$ cat src/rtl/mmio_port_bank.sv
// mmio_port_bank: memory-mapped I/O slave with NUM_CH output channel
// registers, a free-running 32-bit cycle counter and a req/ack handshake
// with WAIT_STATES extra cycles before the one-cycle ack pulse.
// Optional feature: define MMIO_BYTE_STROBE_EN to add the wstrb input and
// byte-granular channel writes.
module mmio_port_bank #(
    parameter int DATA_W      = 32,
    parameter int NUM_CH      = 4,
    parameter int ADDR_W      = 4,
    parameter int WAIT_STATES = 0
) (
    input  logic                     clk,
    input  logic                     rst,
    input  logic                     req,
    input  logic                     we,
    input  logic [ADDR_W-1:0]        addr,
    input  logic [DATA_W-1:0]        wdata,
`ifdef MMIO_BYTE_STROBE_EN
    input  logic [DATA_W/8-1:0]      wstrb,
`endif
    output logic [DATA_W-1:0]        rdata,
    output logic                     ack,
    output logic                     err,
    output logic [NUM_CH*DATA_W-1:0] mem_map_io,
    output logic [31:0]              cycle_count
);

    localparam logic [1:0] ST_IDLE = 2'd0;
    localparam logic [1:0] ST_WAIT = 2'd1;
    localparam logic [1:0] ST_RESP = 2'd2;

    // The counter is loaded with WAIT_STATES-1 so WAIT lasts exactly
    // WAIT_STATES cycles (leaving on the cycle it reads zero).
    localparam logic [3:0] WAIT_LOAD =
        (WAIT_STATES > 0) ? 4'(WAIT_STATES - 1) : 4'd0;
    localparam logic [ADDR_W-1:0] CNT_ADDR = ADDR_W'(NUM_CH);
    localparam int NUM_BYTES = DATA_W / 8;

    logic [1:0]        state_reg, state_next;
    logic [3:0]        wait_cnt_reg, wait_cnt_next;
    logic              we_reg;
    logic [ADDR_W-1:0] addr_reg;
    logic [DATA_W-1:0] wdata_reg;
`ifdef MMIO_BYTE_STROBE_EN
    logic [NUM_BYTES-1:0] wstrb_reg;
`endif
    logic [31:0]       cycle_count_reg;

    logic              accept;
    logic              in_resp;
    logic              is_ch;
    logic              is_cnt;
    logic              wr_fire;
    logic              cnt_clear;
    logic [DATA_W-1:0] wr_mask;
    logic [DATA_W-1:0] rd_word;

    assign accept    = (state_reg == ST_IDLE) && req;
    assign in_resp   = (state_reg == ST_RESP);
    assign is_ch     = (addr_reg < CNT_ADDR);
    assign is_cnt    = (addr_reg == CNT_ADDR);
    assign wr_fire   = in_resp && we_reg;
    assign cnt_clear = wr_fire && is_cnt;

    // Next-state logic for the IDLE -> (WAIT) -> RESP handshake.
    always_comb begin
        state_next    = state_reg;
        wait_cnt_next = wait_cnt_reg;
        case (state_reg)
            ST_IDLE: begin
                if (req) begin
                    state_next    = (WAIT_STATES > 0) ? ST_WAIT : ST_RESP;
                    wait_cnt_next = WAIT_LOAD;
                end
            end
            ST_WAIT: begin
                if (wait_cnt_reg == 4'd0) begin
                    state_next = ST_RESP;
                end else begin
                    wait_cnt_next = wait_cnt_reg - 4'd1;
                end
            end
            ST_RESP: state_next = ST_IDLE;
            default: state_next = ST_IDLE;
        endcase
    end

    // State register; reset aborts any transaction in flight.
    always_ff @(posedge clk) begin
        if (rst) begin
            state_reg    <= ST_IDLE;
            wait_cnt_reg <= 4'd0;
        end else begin
            state_reg    <= state_next;
            wait_cnt_reg <= wait_cnt_next;
        end
    end

    // Capture the request on acceptance; later input changes are ignored.
    always_ff @(posedge clk) begin
        if (rst) begin
            we_reg    <= 1'b0;
            addr_reg  <= '0;
            wdata_reg <= '0;
`ifdef MMIO_BYTE_STROBE_EN
            wstrb_reg <= '0;
`endif
        end else if (accept) begin
            we_reg    <= we;
            addr_reg  <= addr;
            wdata_reg <= wdata;
`ifdef MMIO_BYTE_STROBE_EN
            wstrb_reg <= wstrb;
`endif
        end
    end

    // Free-running counter; a clearing write overrides the increment.
    always_ff @(posedge clk) begin
        if (rst || cnt_clear) begin
            cycle_count_reg <= 32'd0;
        end else begin
            cycle_count_reg <= cycle_count_reg + 32'd1;
        end
    end

    assign cycle_count = cycle_count_reg;

    // Per-byte write enables: all-ones unless byte strobes are built in.
    for (genvar gi = 0; gi < NUM_BYTES; gi++) begin : g_mask
`ifdef MMIO_BYTE_STROBE_EN
        assign wr_mask[gi*8 +: 8] = {8{wstrb_reg[gi]}};
`else
        assign wr_mask[gi*8 +: 8] = 8'hFF;
`endif
    end

    // One register per channel, updated on the edge that ends RESP.
    for (genvar gi = 0; gi < NUM_CH; gi++) begin : g_ch
        logic [DATA_W-1:0] ch_reg;

        // Merge selected bytes of the latched write data into the channel.
        always_ff @(posedge clk) begin
            if (rst) begin
                ch_reg <= '0;
            end else if (wr_fire && (addr_reg == ADDR_W'(gi))) begin
                ch_reg <= (ch_reg & ~wr_mask) | (wdata_reg & wr_mask);
            end
        end

        assign mem_map_io[gi*DATA_W +: DATA_W] = ch_reg;
    end

    // Read mux over the latched address: channels, then the counter.
    always_comb begin
        rd_word = '0;
        if (is_cnt) begin
            rd_word = DATA_W'(cycle_count_reg);
        end
        for (int i = 0; i < NUM_CH; i++) begin
            if (addr_reg == ADDR_W'(i)) begin
                rd_word = mem_map_io[i*DATA_W +: DATA_W];
            end
        end
    end

    assign ack   = in_resp;
    assign err   = in_resp && !is_ch && !is_cnt;
    assign rdata = in_resp ? rd_word : '0;

endmodule

$ cat config.mk
export PLATFORM = sky130hd
export DESIGN_NAME = mmio_port_bank
export DESIGN_NICKNAME = d
export VERILOG_FILES = /design/src/rtl/mmio_port_bank.sv
export SDC_FILE = /design/constraint.sdc
export NUM_CORES = 1
export LEC_CHECK = 0
export CORE_ASPECT_RATIO = 1.2
export CORE_MARGIN = 5
export CORE_UTILIZATION = 45
export CTS_BUF_LIST = sky130_fd_sc_hd__clkbuf_8
export DETAILED_ROUTE_END_ITERATION = 12
export PLACE_DENSITY = 0.81
export REMOVE_ABC_BUFFERS = 1
export SYNTH_ARGS = -nofsm -noshare
export SYNTH_HDL_FRONTEND = slang
export SYNTH_SLANG_ARGS = --single-unit
$ cat constraint.sdc
create_clock -name clk -period 2.1 [get_ports clk]
set_input_delay 0.42 -clock clk [delete_from_list [all_inputs] [get_ports clk]]
set_output_delay 0.42 -clock clk [all_outputs]
set_load 0.02 [all_outputs]
==> flow_summary.ini, run 1 <==
[setup_path]
setup.worst_path.class = register to output port
ff2ff_setup_slack_ps = -180
cp.arrival_ps = 2220
maximum_fanout_encountered_on_the_critical_timing_path = 8
worstSetupEndpointType = output port
r2r-start = addr_reg[1]$_SDFFE_PP0P_
worst_setup_path_start_kind = register
critPathRequiredTime_ps = 1680
setup.worst_path.start = addr_reg[3]$_SDFFE_PP0P_

[final_layout]
final_core_util = 0.6759
largest_register_ffs = 128
insertedDiodeCount = 0
area_grow_syn2layout_pct = 48.43
final_nets = 1399
final_cells = 1627
final_layout_size_suffix_gt1_frac = 0.2064
final_cell_area_mm2 = 0.01265

[clocking]
cts_max_level = 4
tritoncts = built
clkLatencyLatePin_ps = 470
cts_max_path_buffers = 2
cts-buffers-inserted = 17
tritoncts_num_sinks = 198
cts_root_buffer = sky130_fd_sc_hd__clkbuf_8
cts.clk_slew.worst_paths_ps = 100

[sta]
totalNegativeSetupSlack_ps = -20230
fmax_ghz = 0.3786
rsz0062_at_grt = yes
pins_over_their_slew_limit = 0
finalClockSkew_ps = 12.58
worst_pin_slew_ps = 560.8
count_of_endpoints_failing_setup_in_the_final_report = 65
layout_worst_path_cycle_share = 1.258
timing.final.crit_period_ps = 2641
finalHoldViolations = 0
relSlewSlack = 0.6261
postLayoutSetupSlackWorst_ps = -541.5

[logic_synthesis]
syn_area_mm2 = 0.008523
ys.warnings.count = 0
proportion_of_synthesized_chip_area_in_sequential_cells = 0.4651
number_of_storage_elements_in_the_synthesis_netlist = 198
synthesis.area_per_instance_um2 = 7.741
yosys.cell_types.count = 39
postSynthCellCount = 1101

[outcome]
outcome = finished with violations
failed_checks = setup timing

[place]
placed_area_mm2 = 0.01157
dp.cells = 1568
gp_congestion = 0.8766
detailed_place_hpwl_um = 21070
portBuffers = 233

[global_routing]
grtUsageTotal = 0.2842
grt-ovfl-total = 0
number_of_global_route_vias_before_repair = 8996
first_pass_grt_wire_length_um = 48630
pin_count_of_the_biggest_net_entering_global_routing = 79
antenna_found_initial = 0

[power]
p_per_area_mw_per_mm2 = 578.7
max-vdd-ir-drop_uv = 352.4
power.static_leakage_nw = 4.458

[die]
initial_core_util = 0.4553
fp-row-count = 55
die_h_um = 160.8
number_of_ports_placed_on_the_die_boundary = 234
coreArea_mm2 = 0.01872
die_x_um = 135.6
dieArea_mm2 = 0.02180

[route]
vias_per_cell = 5.790
drcViolationCount = 0
dr.pass1.iters = 6
final_antenna_net_count = 0
vias = 9421
drt_wl_total_um = 32730
wl_per_cell_um = 20.11
drt_iter0_drc = 1006

[job]
drv.max_cap_violation_count = 0

[min_path]
hold_class = input port to register
launch_instance_of_the_worst_min_delay_path = rst
[critical path, cell delays in order (launching register included)]
cell and delay (ps):
sky130_fd_sc_hd__dfxtp_4 370, sky130_fd_sc_hd__buf_12 130, sky130_fd_sc_hd__nor4b_4 250, sky130_fd_sc_hd__buf_4 190
sky130_fd_sc_hd__buf_12 130, sky130_fd_sc_hd__buf_12 130, sky130_fd_sc_hd__a221o_1 140, sky130_fd_sc_hd__o21ai_1 70
sky130_fd_sc_hd__a21oi_1 170, sky130_fd_sc_hd__buf_4 170
[cell families (layout without fill, tap and decap cells)]
kind of cell	Yosys count	in the layout	share of synthesized area
DFF	198	198	0.4651
muxes	32	32	0.04228
and+or+nand+nor	427	427	0.2149
AOI/OAI and AO/OA	330	330	0.2173
buffers and inverters	100	370	0.04565
adders and majority gates	1	1	0.001468
xor gates and xnor gates	13	13	0.01336
[placed cells by master, fill, tap and decap left out, drive strengths merged, types with 2 or more instances in the layout]
| cell | instances |
|---|---|
| dfxtp | 198 |
| dlymetal6s2s | 5 |
| nor4 | 3 |
| and4 | 7 |
| a21oi | 215 |
| nand4 | 10 |
| inv | 10 |
| or3 | 3 |
| or4 | 13 |
| or4b | 2 |
| clkdlybuf4s50 | 188 |
| xnor2 | 6 |
| nor4b | 2 |
| nand3 | 13 |
| bufinv | 3 |
| o21ai | 68 |
| dlygate4sd2 | 6 |
| and2 | 5 |
| nor3 | 4 |
| nor2 | 17 |
| clkbuf | 21 |
| xor2 | 7 |
| clkinv | 4 |
| buf | 132 |
| mux2 | 32 |
| o31ai | 13 |
| a221o | 32 |
| nand2 | 342 |
[metrics by stage]
stage / power, mW / hold slack [ps] / worst slack, ps
floorplan: 4.213 / 438.7 / -1957
global placement: 4.614 / 452.0 / -476.2
detailed placement: 4.629 / 462.5 / -506.5
CTS: 7.312 / 265.8 / -559.9
global route: 7.536 / 271.6 / -611.4
finish: 7.321 / 294.3 / -541.5
[final cells by class]
class / instances / area, um2
Inverter: 3 / 11.26
Tap cell: 256 / 320.3
Sequential cell: 198 / 3984
Multi-Input combinational cell: 803 / 4436
Clock buffer: 17 / 234.0
Timing Repair Buffer: 335 / 3492
Fill cell: 1541 / 6067
Clock inverter: 15 / 173.9
[cells in the mapped netlist]
| master | instances | share of area |
|---|---|---|
| sky130_fd_sc_hd__a21oi_1 | 215 | 0.13 |
| sky130_fd_sc_hd__a31o_2 | 1 | 0.0010 |
| sky130_fd_sc_hd__a221o_1 | 31 | 0.036 |
| sky130_fd_sc_hd__buf_2 | 11 | 0.0065 |
| sky130_fd_sc_hd__nand2b_1 | 1 | 0.00073 |
| sky130_fd_sc_hd__nor2b_1 | 1 | 0.00073 |
| sky130_fd_sc_hd__o21ai_0 | 68 | 0.040 |
| sky130_fd_sc_hd__xnor2_1 | 6 | 0.0062 |
| sky130_fd_sc_hd__or3_1 | 3 | 0.0022 |
| sky130_fd_sc_hd__nor4_2 | 1 | 0.0015 |
| sky130_fd_sc_hd__and4_2 | 1 | 0.0012 |
| sky130_fd_sc_hd__a21o_1 | 1 | 0.00088 |
| sky130_fd_sc_hd__mux2_2 | 32 | 0.042 |
| sky130_fd_sc_hd__nor2_1 | 17 | 0.0075 |
| sky130_fd_sc_hd__nor4_1 | 2 | 0.0015 |
| sky130_fd_sc_hd__nand3_1 | 12 | 0.0070 |
| sky130_fd_sc_hd__clkbuf_1 | 83 | 0.037 |
| sky130_fd_sc_hd__and2_1 | 4 | 0.0029 |
| sky130_fd_sc_hd__or3b_1 | 1 | 0.0010 |
| sky130_fd_sc_hd__nor3b_1 | 1 | 0.00088 |
| sky130_fd_sc_hd__and3_1 | 1 | 0.00073 |
| sky130_fd_sc_hd__inv_1 | 3 | 0.0013 |
| sky130_fd_sc_hd__nor4b_2 | 2 | 0.0035 |
| sky130_fd_sc_hd__nand4_1 | 10 | 0.0073 |
| sky130_fd_sc_hd__buf_1 | 3 | 0.0013 |
| sky130_fd_sc_hd__nand2_1 | 342 | 0.15 |
| sky130_fd_sc_hd__o31ai_1 | 13 | 0.011 |
| sky130_fd_sc_hd__or4b_1 | 2 | 0.0023 |
| sky130_fd_sc_hd__ha_1 | 1 | 0.0015 |
| sky130_fd_sc_hd__nand3_2 | 1 | 0.0012 |
| sky130_fd_sc_hd__dfxtp_1 | 198 | 0.47 |
| sky130_fd_sc_hd__or4_1 | 13 | 0.011 |
| sky130_fd_sc_hd__and2_0 | 1 | 0.00073 |
| sky130_fd_sc_hd__a221o_2 | 1 | 0.0013 |
| sky130_fd_sc_hd__nor3_2 | 1 | 0.0012 |
| sky130_fd_sc_hd__nor3_1 | 3 | 0.0018 |
| sky130_fd_sc_hd__or2_0 | 1 | 0.00073 |
| sky130_fd_sc_hd__and4_1 | 6 | 0.0062 |
| sky130_fd_sc_hd__xor2_1 | 7 | 0.0072 |
[path summary, 6_finish.rpt]
check | to | cells past startpoint
worst max-delay path | rdata[23] | 9
worst min-delay path | g_ch[1].ch_reg[10]$_SDFFE_PP0P_ | 2
worst max register to register | g_ch[2].ch_reg[20]$_SDFFE_PP0P_ | 11
worst min register to register | g_ch[2].ch_reg[1]$_SDFFE_PP0P_ | 2
[what timing repair did]
item / CTS / global route
hold buffers: 0 / 0
setup endpoints to repair: 75 / 77
gates resized for setup: 253 / 83
buffers inserted: 15 / 5
cloned: 8 / 4
pin swaps: 40 / 14
hold endpoints to repair: 0 / 0
[power breakdown]
group          total [mW]  internal, mW  switching (mW)
logic               0.876         0.392           0.484
registers            3.87          3.80          0.0680
clock network        2.58          1.19            1.39
[per-layer routing]
| layer | global-route usage | wire [um] | up-vias |
|---|---|---|---|
| met5 | 0 | 0 | - |
| met1 | 0.3514 | 12470 | 4448 |
| met3 | 0.04919 | 2811 | 122 |
| li1 | - | - | 4317 |
| met4 | 0.1595 | 1646 | 0 |
| met2 | 0.4663 | 15800 | 534 |
(Power assumes the default switching activity.)
==> inputs of run 2 (changes only) <==
Settings changed: ABC_CLOCK_PERIOD_IN_PS set to 2100, CELL_PAD_IN_SITES_DETAIL_PLACEMENT set to 1, CELL_PAD_IN_SITES_GLOBAL_PLACEMENT set to 2, CORE_UTILIZATION 45 to 25, PLACE_DENSITY 0.81 to 0.8.
==> flow_summary.ini, run 2 (synthesis results as in run 1) <==
[clocking]
cts_root_buffer = sky130_fd_sc_hd__clkbuf_8
cts.clk_slew.worst_paths_ps = 110
tritoncts_num_sinks = 198
cts-buffers-inserted = 17
cts_max_level = 4
tritoncts = built
clkLatencyLatePin_ps = 480
cts_max_path_buffers = 2

[global_routing]
busiest_layer = met2
number_of_global_route_vias_before_repair = 9597
grt_util_met1 = 0.2531
pin_count_of_the_biggest_net_entering_global_routing = 71
grt_use_met3 = 0.03788
first_pass_grt_wire_length_um = 59170
grtUsageTotal = 0.2063
met2_usage_grt = 0.3744
antenna_found_initial = 1
grt-ovfl-total = 0

[setup_path]
critPathRequiredTime_ps = 1680
worstSetupEndpointType = output port
worst_setup_path_start_kind = register
cp.arrival_ps = 2220
setup.worst_path.class = register to output port
maximum_fanout_encountered_on_the_critical_timing_path = 11
ff2ff_setup_slack_ps = -390

[route]
vias_per_cell = 4.942
vias = 9183
dr.pass1.iters = 5
final_antenna_net_count = 0
wl_per_cell_um = 21.89
drt_iter0_drc = 565
drcViolationCount = 0
drt_wl_total_um = 40680

[sta]
finalHoldViolations = 0
timing.final.crit_period_ps = 2639
postLayoutSetupSlackWorst_ps = -539.2
relSlewSlack = 0.6258
rsz0062_at_grt = yes
finalClockSkew_ps = 23.90
count_of_endpoints_failing_setup_in_the_final_report = 65
worst_pin_slew_ps = 561.3
fmax_ghz = 0.3789
pins_over_their_slew_limit = 0
totalNegativeSetupSlack_ps = -26120
layout_worst_path_cycle_share = 1.257
holdWs_ps = 290.9

[job]
drv.max_cap_violation_count = 0

[die]
die_x_um = 178.6
number_of_ports_placed_on_the_die_boundary = 234
fp-row-count = 74
initial_core_util = 0.2515
dieArea_mm2 = 0.03790
die_h_um = 212.3
coreArea_mm2 = 0.03389

[final_layout]
final_nets = 1430
area_grow_syn2layout_pct = 60.63
mostFrequentLayoutCells = sky130_fd_sc_hd__nand2_1 (305), sky130_fd_sc_hd__dfxtp_1 (188), sky130_fd_sc_hd__clkdlybuf4s50_1 (176), sky130_fd_sc_hd__a21oi_1 (169), sky130_fd_sc_hd__buf_4 (98)
n_fill_cell = 3978
final_common_cell = sky130_fd_sc_hd__nand2_1
largest_register_ffs = 128
final_layout_size_suffix_gt1_frac = 0.2689
insertedDiodeCount = 0

[power]
p_per_area_mw_per_mm2 = 551.9
power.static_leakage_nw = 4.944
max-vdd-ir-drop_uv = 320.6

[place]
dp_worst_setup_slack_ps = -606.6
portBuffers = 233
gp_congestion = 0.7644
detailed_place_hpwl_um = 27220

[min_path]
hold_class = input port to register

[outcome]
failed_checks = setup timing
outcome = finished with violations
[run 2: worst max-delay path, cell delays in order (launching register included)]
cell	delay (ps)
sky130_fd_sc_hd__dfxtp_4	370
sky130_fd_sc_hd__buf_12	130
sky130_fd_sc_hd__nor4b_4	300
sky130_fd_sc_hd__buf_4	190
sky130_fd_sc_hd__buf_12	140
sky130_fd_sc_hd__buf_6	100
sky130_fd_sc_hd__a221o_1	160
sky130_fd_sc_hd__o21ai_2	90
sky130_fd_sc_hd__a21oi_4	130
sky130_fd_sc_hd__buf_6	130
[run 2: where the power goes]
group	total (mW)	switching (mW)	internal [mW]	leakage (nW)
clock	2.70	1.47	1.23	0.221
sequential	3.87	0.0709	3.80	1.61
combinational	0.986	0.545	0.441	3.12
total	7.56	2.08	5.47	4.94
[run 2: timing repair]
item                                    4_1_cts  5_1_grt
buffers inserted                             17        8
hold buffers                                  0        0
gates cloned                                  8        3
endpoints found under the setup margin       81       78
pin swaps                                    51       22
resized for setup                           352      120
[run 2: layer usage]
metal | vias to the layer above | share of wire | wire length (um)
li1 | 4379 | - | -
met1 | 4558 | 0.42 | 17290
met2 | 212 | 0.52 | 21140
met3 | 32 | 0.039 | 1590
met4 | 2 | 0.016 | 637
met5 | - | 0.00049 | 20
[run 2: final cells by class]
| cell class | instances | area, um2 | share of cell area |
|---|---|---|---|
| well taps | 456 | 570.5 | 0.04167 |
| flip-flops and latches | 198 | 3979 | 0.2906 |
| multi-input cells | 803 | 4830 | 0.3528 |
| inverters | 3 | 11.26 | 0.0008225 |
| clock inverters | 14 | 172.7 | 0.01261 |
| clock buffers | 18 | 247.7 | 0.01810 |
| repair buffers | 366 | 3880 | 0.2834 |
[run 2: through the flow]
stage	instances	total power [mW]	area [um2]	util
3_5_place_dp	1795	4.708	12100	0.3570
2_1_floorplan	1004	4.213	8145	-
3_3_place_gp	1795	4.693	12100	0.3570
4_1_cts	1851	7.613	13240	0.3907
5_1_grt	1858	7.842	13690	0.4040
6_report	1858	7.555	13690	0.4040
[run 2: path summary, 6_finish.rpt]
path | from | end | depth (start not counted)
hold reg to reg | g_ch[2].ch_reg[22]$_SDFFE_PP0P_ | g_ch[2].ch_reg[22]$_SDFFE_PP0P_ | 2
setup reg to reg | addr_reg[3]$_SDFFE_PP0P_ | g_ch[2].ch_reg[30]$_SDFFE_PP0P_ | 11
setup / recovery | addr_reg[0]$_SDFFE_PP0P_ | rdata[31] | 9
hold / removal | rst | state_reg[1]$_SDFFE_PP0P_ | 2
==> inputs of run 3 (changes only) <==
Settings changed: CORE_UTILIZATION 25 to 29, DONT_BUFFER_PORTS set to 1, PLACE_DENSITY 0.8 to 0.71.
==> flow_summary.ini, run 3 (synthesis results as in run 1) <==
[outcome]
outcome = finished with violations
failed_checks = setup timing

[final_layout]
n_fill_cell = 3439
final_layout_size_suffix_gt1_frac = 0.2224
final_common_cell = sky130_fd_sc_hd__nand2_1
insertedDiodeCount = 0
final_core_util = 0.3731
largest_register_ffs = 128
area_grow_syn2layout_pct = 26.63
final_nets = 1224
mostFrequentLayoutCells = sky130_fd_sc_hd__nand2_1 (339), sky130_fd_sc_hd__a21oi_1 (204), sky130_fd_sc_hd__dfxtp_1 (194), sky130_fd_sc_hd__buf_4 (118), sky130_fd_sc_hd__o21ai_0 (39)

[power]
p_per_area_mw_per_mm2 = 666.5
clock_power_share = 0.353
power_switching_mw = 2.004
power_frac_comb = 0.109
max-vdd-ir-drop_uv = 320.3
power.static_leakage_nw = 3.725
intPower_mw = 5.189
netSwitchingFraction = 0.2786
p_seq_frac = 0.538

[die]
dieArea_mm2 = 0.03293
die_x_um = 166.5
coreArea_mm2 = 0.02893
die_h_um = 197.8
number_of_ports_placed_on_the_die_boundary = 234
fp-row-count = 68
initial_core_util = 0.2946

[sta]
worst_pin_slew_ps = 881.8
relSlewSlack = 0.4102
finalHoldViolations = 0
rsz0062_at_grt = yes
layout_worst_path_cycle_share = 1.299
timing.final.crit_period_ps = 2728
totalNegativeSetupSlack_ps = -18070
finalClockSkew_ps = 23.13
pins_over_their_slew_limit = 0
count_of_endpoints_failing_setup_in_the_final_report = 33
fmax_ghz = 0.3666
postLayoutSetupSlackWorst_ps = -627.7

[place]
portBuffers = 0
detailed_place_hpwl_um = 24620
gp_congestion = 0.7736

[setup_path]
maximum_fanout_encountered_on_the_critical_timing_path = 7
worst_setup_path_start_kind = register
worstSetupEndpointType = output port
cp.arrival_ps = 2310
critPathRequiredTime_ps = 1680
setup.worst_path.class = register to output port

[job]
drv.max_cap_violation_count = 0

[clocking]
tritoncts = built
cts_root_buffer = sky130_fd_sc_hd__clkbuf_8
tritoncts_num_sinks = 198
cts_max_path_buffers = 2
clkLatencyLatePin_ps = 480
cts-buffers-inserted = 17
cts.clk_slew.worst_paths_ps = 120
cts_max_level = 4

[route]
drcViolationCount = 0
vias_per_cell = 5.319
drt_iter0_drc = 580
final_antenna_net_count = 0
wl_per_cell_um = 24.22
dr.pass1.iters = 5
drt_wl_total_um = 38300
wirelength_met1_um = 15800
top_layer_used = met4
vias = 8409
met2WireLength_um = 19510
dr_wl_met3_um = 2299

[global_routing]
first_pass_grt_wire_length_um = 55360
grt-ovfl-total = 0
number_of_global_route_vias_before_repair = 8573
antenna_found_initial = 0
pin_count_of_the_biggest_net_entering_global_routing = 59
grtUsageTotal = 0.2205

[min_path]
hold_class = input port to register
-- run 3: cell types whose count changed in the layout (fill, tap and decap cells not counted), sizes merged --
cell and change:
buf -10, bufbuf +1, bufinv -1, clkbuf -1
clkdlybuf4s50 -176, clkinv -3, clkinvlp +5, dlygate4sd2 -14
dlygate4sd3 +2, dlymetal6s2s -9
-- run 3: path summary, 6_finish.rpt --
check,start,endpoint,slack (ps),cells after the start
worst max register to register,addr_reg[3]$_SDFFE_PP0P_,g_ch[2].ch_reg[1]$_SDFFE_PP0P_,50,8
worst min-delay path,wdata[9],wdata_reg[9]$_SDFFE_PP0P_,50,2
worst min register to register,we_reg$_SDFFE_PP0P_,we_reg$_SDFFE_PP0P_,480,2
worst max-delay path,addr_reg[0]$_SDFFE_PP0P_,rdata[25],-630,8
-- run 3: metrics by stage --
step           worst slack [ps]  power [mW]  cells  hold slack, ps  area [um2]
6_report                 -627.7       7.193   1581           52.48       10790
5_1_grt                  -740.1       7.482   1581           2.956       10790
4_1_cts                  -598.3       7.246   1574           4.420       10610
3_5_place_dp             -135.9       4.517   1520           458.8        9817
3_3_place_gp             -143.5       4.506   1520           453.6        9817
2_1_floorplan             -1957       4.213   1004           438.7        8145
-- run 3: area by class of cell --
class	instances	area (um2)	share of cell area
Tap cell	385	481.7	0.04463
Inverter	3	11.26	0.001043
Multi-Input combinational cell	803	4328	0.4010
Clock buffer	17	234.0	0.02168
Timing Repair Buffer	160	1610	0.1492
Clock inverter	15	153.9	0.01426
Sequential cell	198	3974	0.3682
-- run 3: critical path: stages (launching register included) --
cell,delay (ps)
sky130_fd_sc_hd__dfxtp_4,370
sky130_fd_sc_hd__buf_12,130
sky130_fd_sc_hd__nor4_4,390
sky130_fd_sc_hd__buf_4,230
sky130_fd_sc_hd__buf_12,140
sky130_fd_sc_hd__a221o_1,180
sky130_fd_sc_hd__o21ai_1,80
sky130_fd_sc_hd__a21oi_1,150
sky130_fd_sc_hd__buf_4,160
-- run 3: what timing repair did --
item | 4_1_cts | 5_1_grt
cloned | 6 | 2
pin swaps | 52 | 14
endpoints found under the hold margin | 19 | 0
setup endpoints to repair | 56 | 52
setup buffers | 13 | 7
hold buffers | 4 | 0
resized for setup | 57 | 35
-- run 3: layer usage --
| layer | track usage | vias up |
|---|---|---|
| li1 | - | 3947 |
| met1 | 0.2619 | 4218 |
| met2 | 0.3944 | 215 |
| met3 | 0.05990 | 29 |
| met4 | 0.05881 | 0 |
| met5 | 0 | - |
-- run 3: power by group through the flow --
stage                     clock (mW)  sequential, mW  combinational [mW]
after global routing            2.77            3.88               0.827
after detailed placement           0            3.96               0.560
after floorplan                    0            3.96               0.249
after CTS                       2.62            3.87               0.754
after global placement             0            3.96               0.550
final                           2.54            3.87               0.781
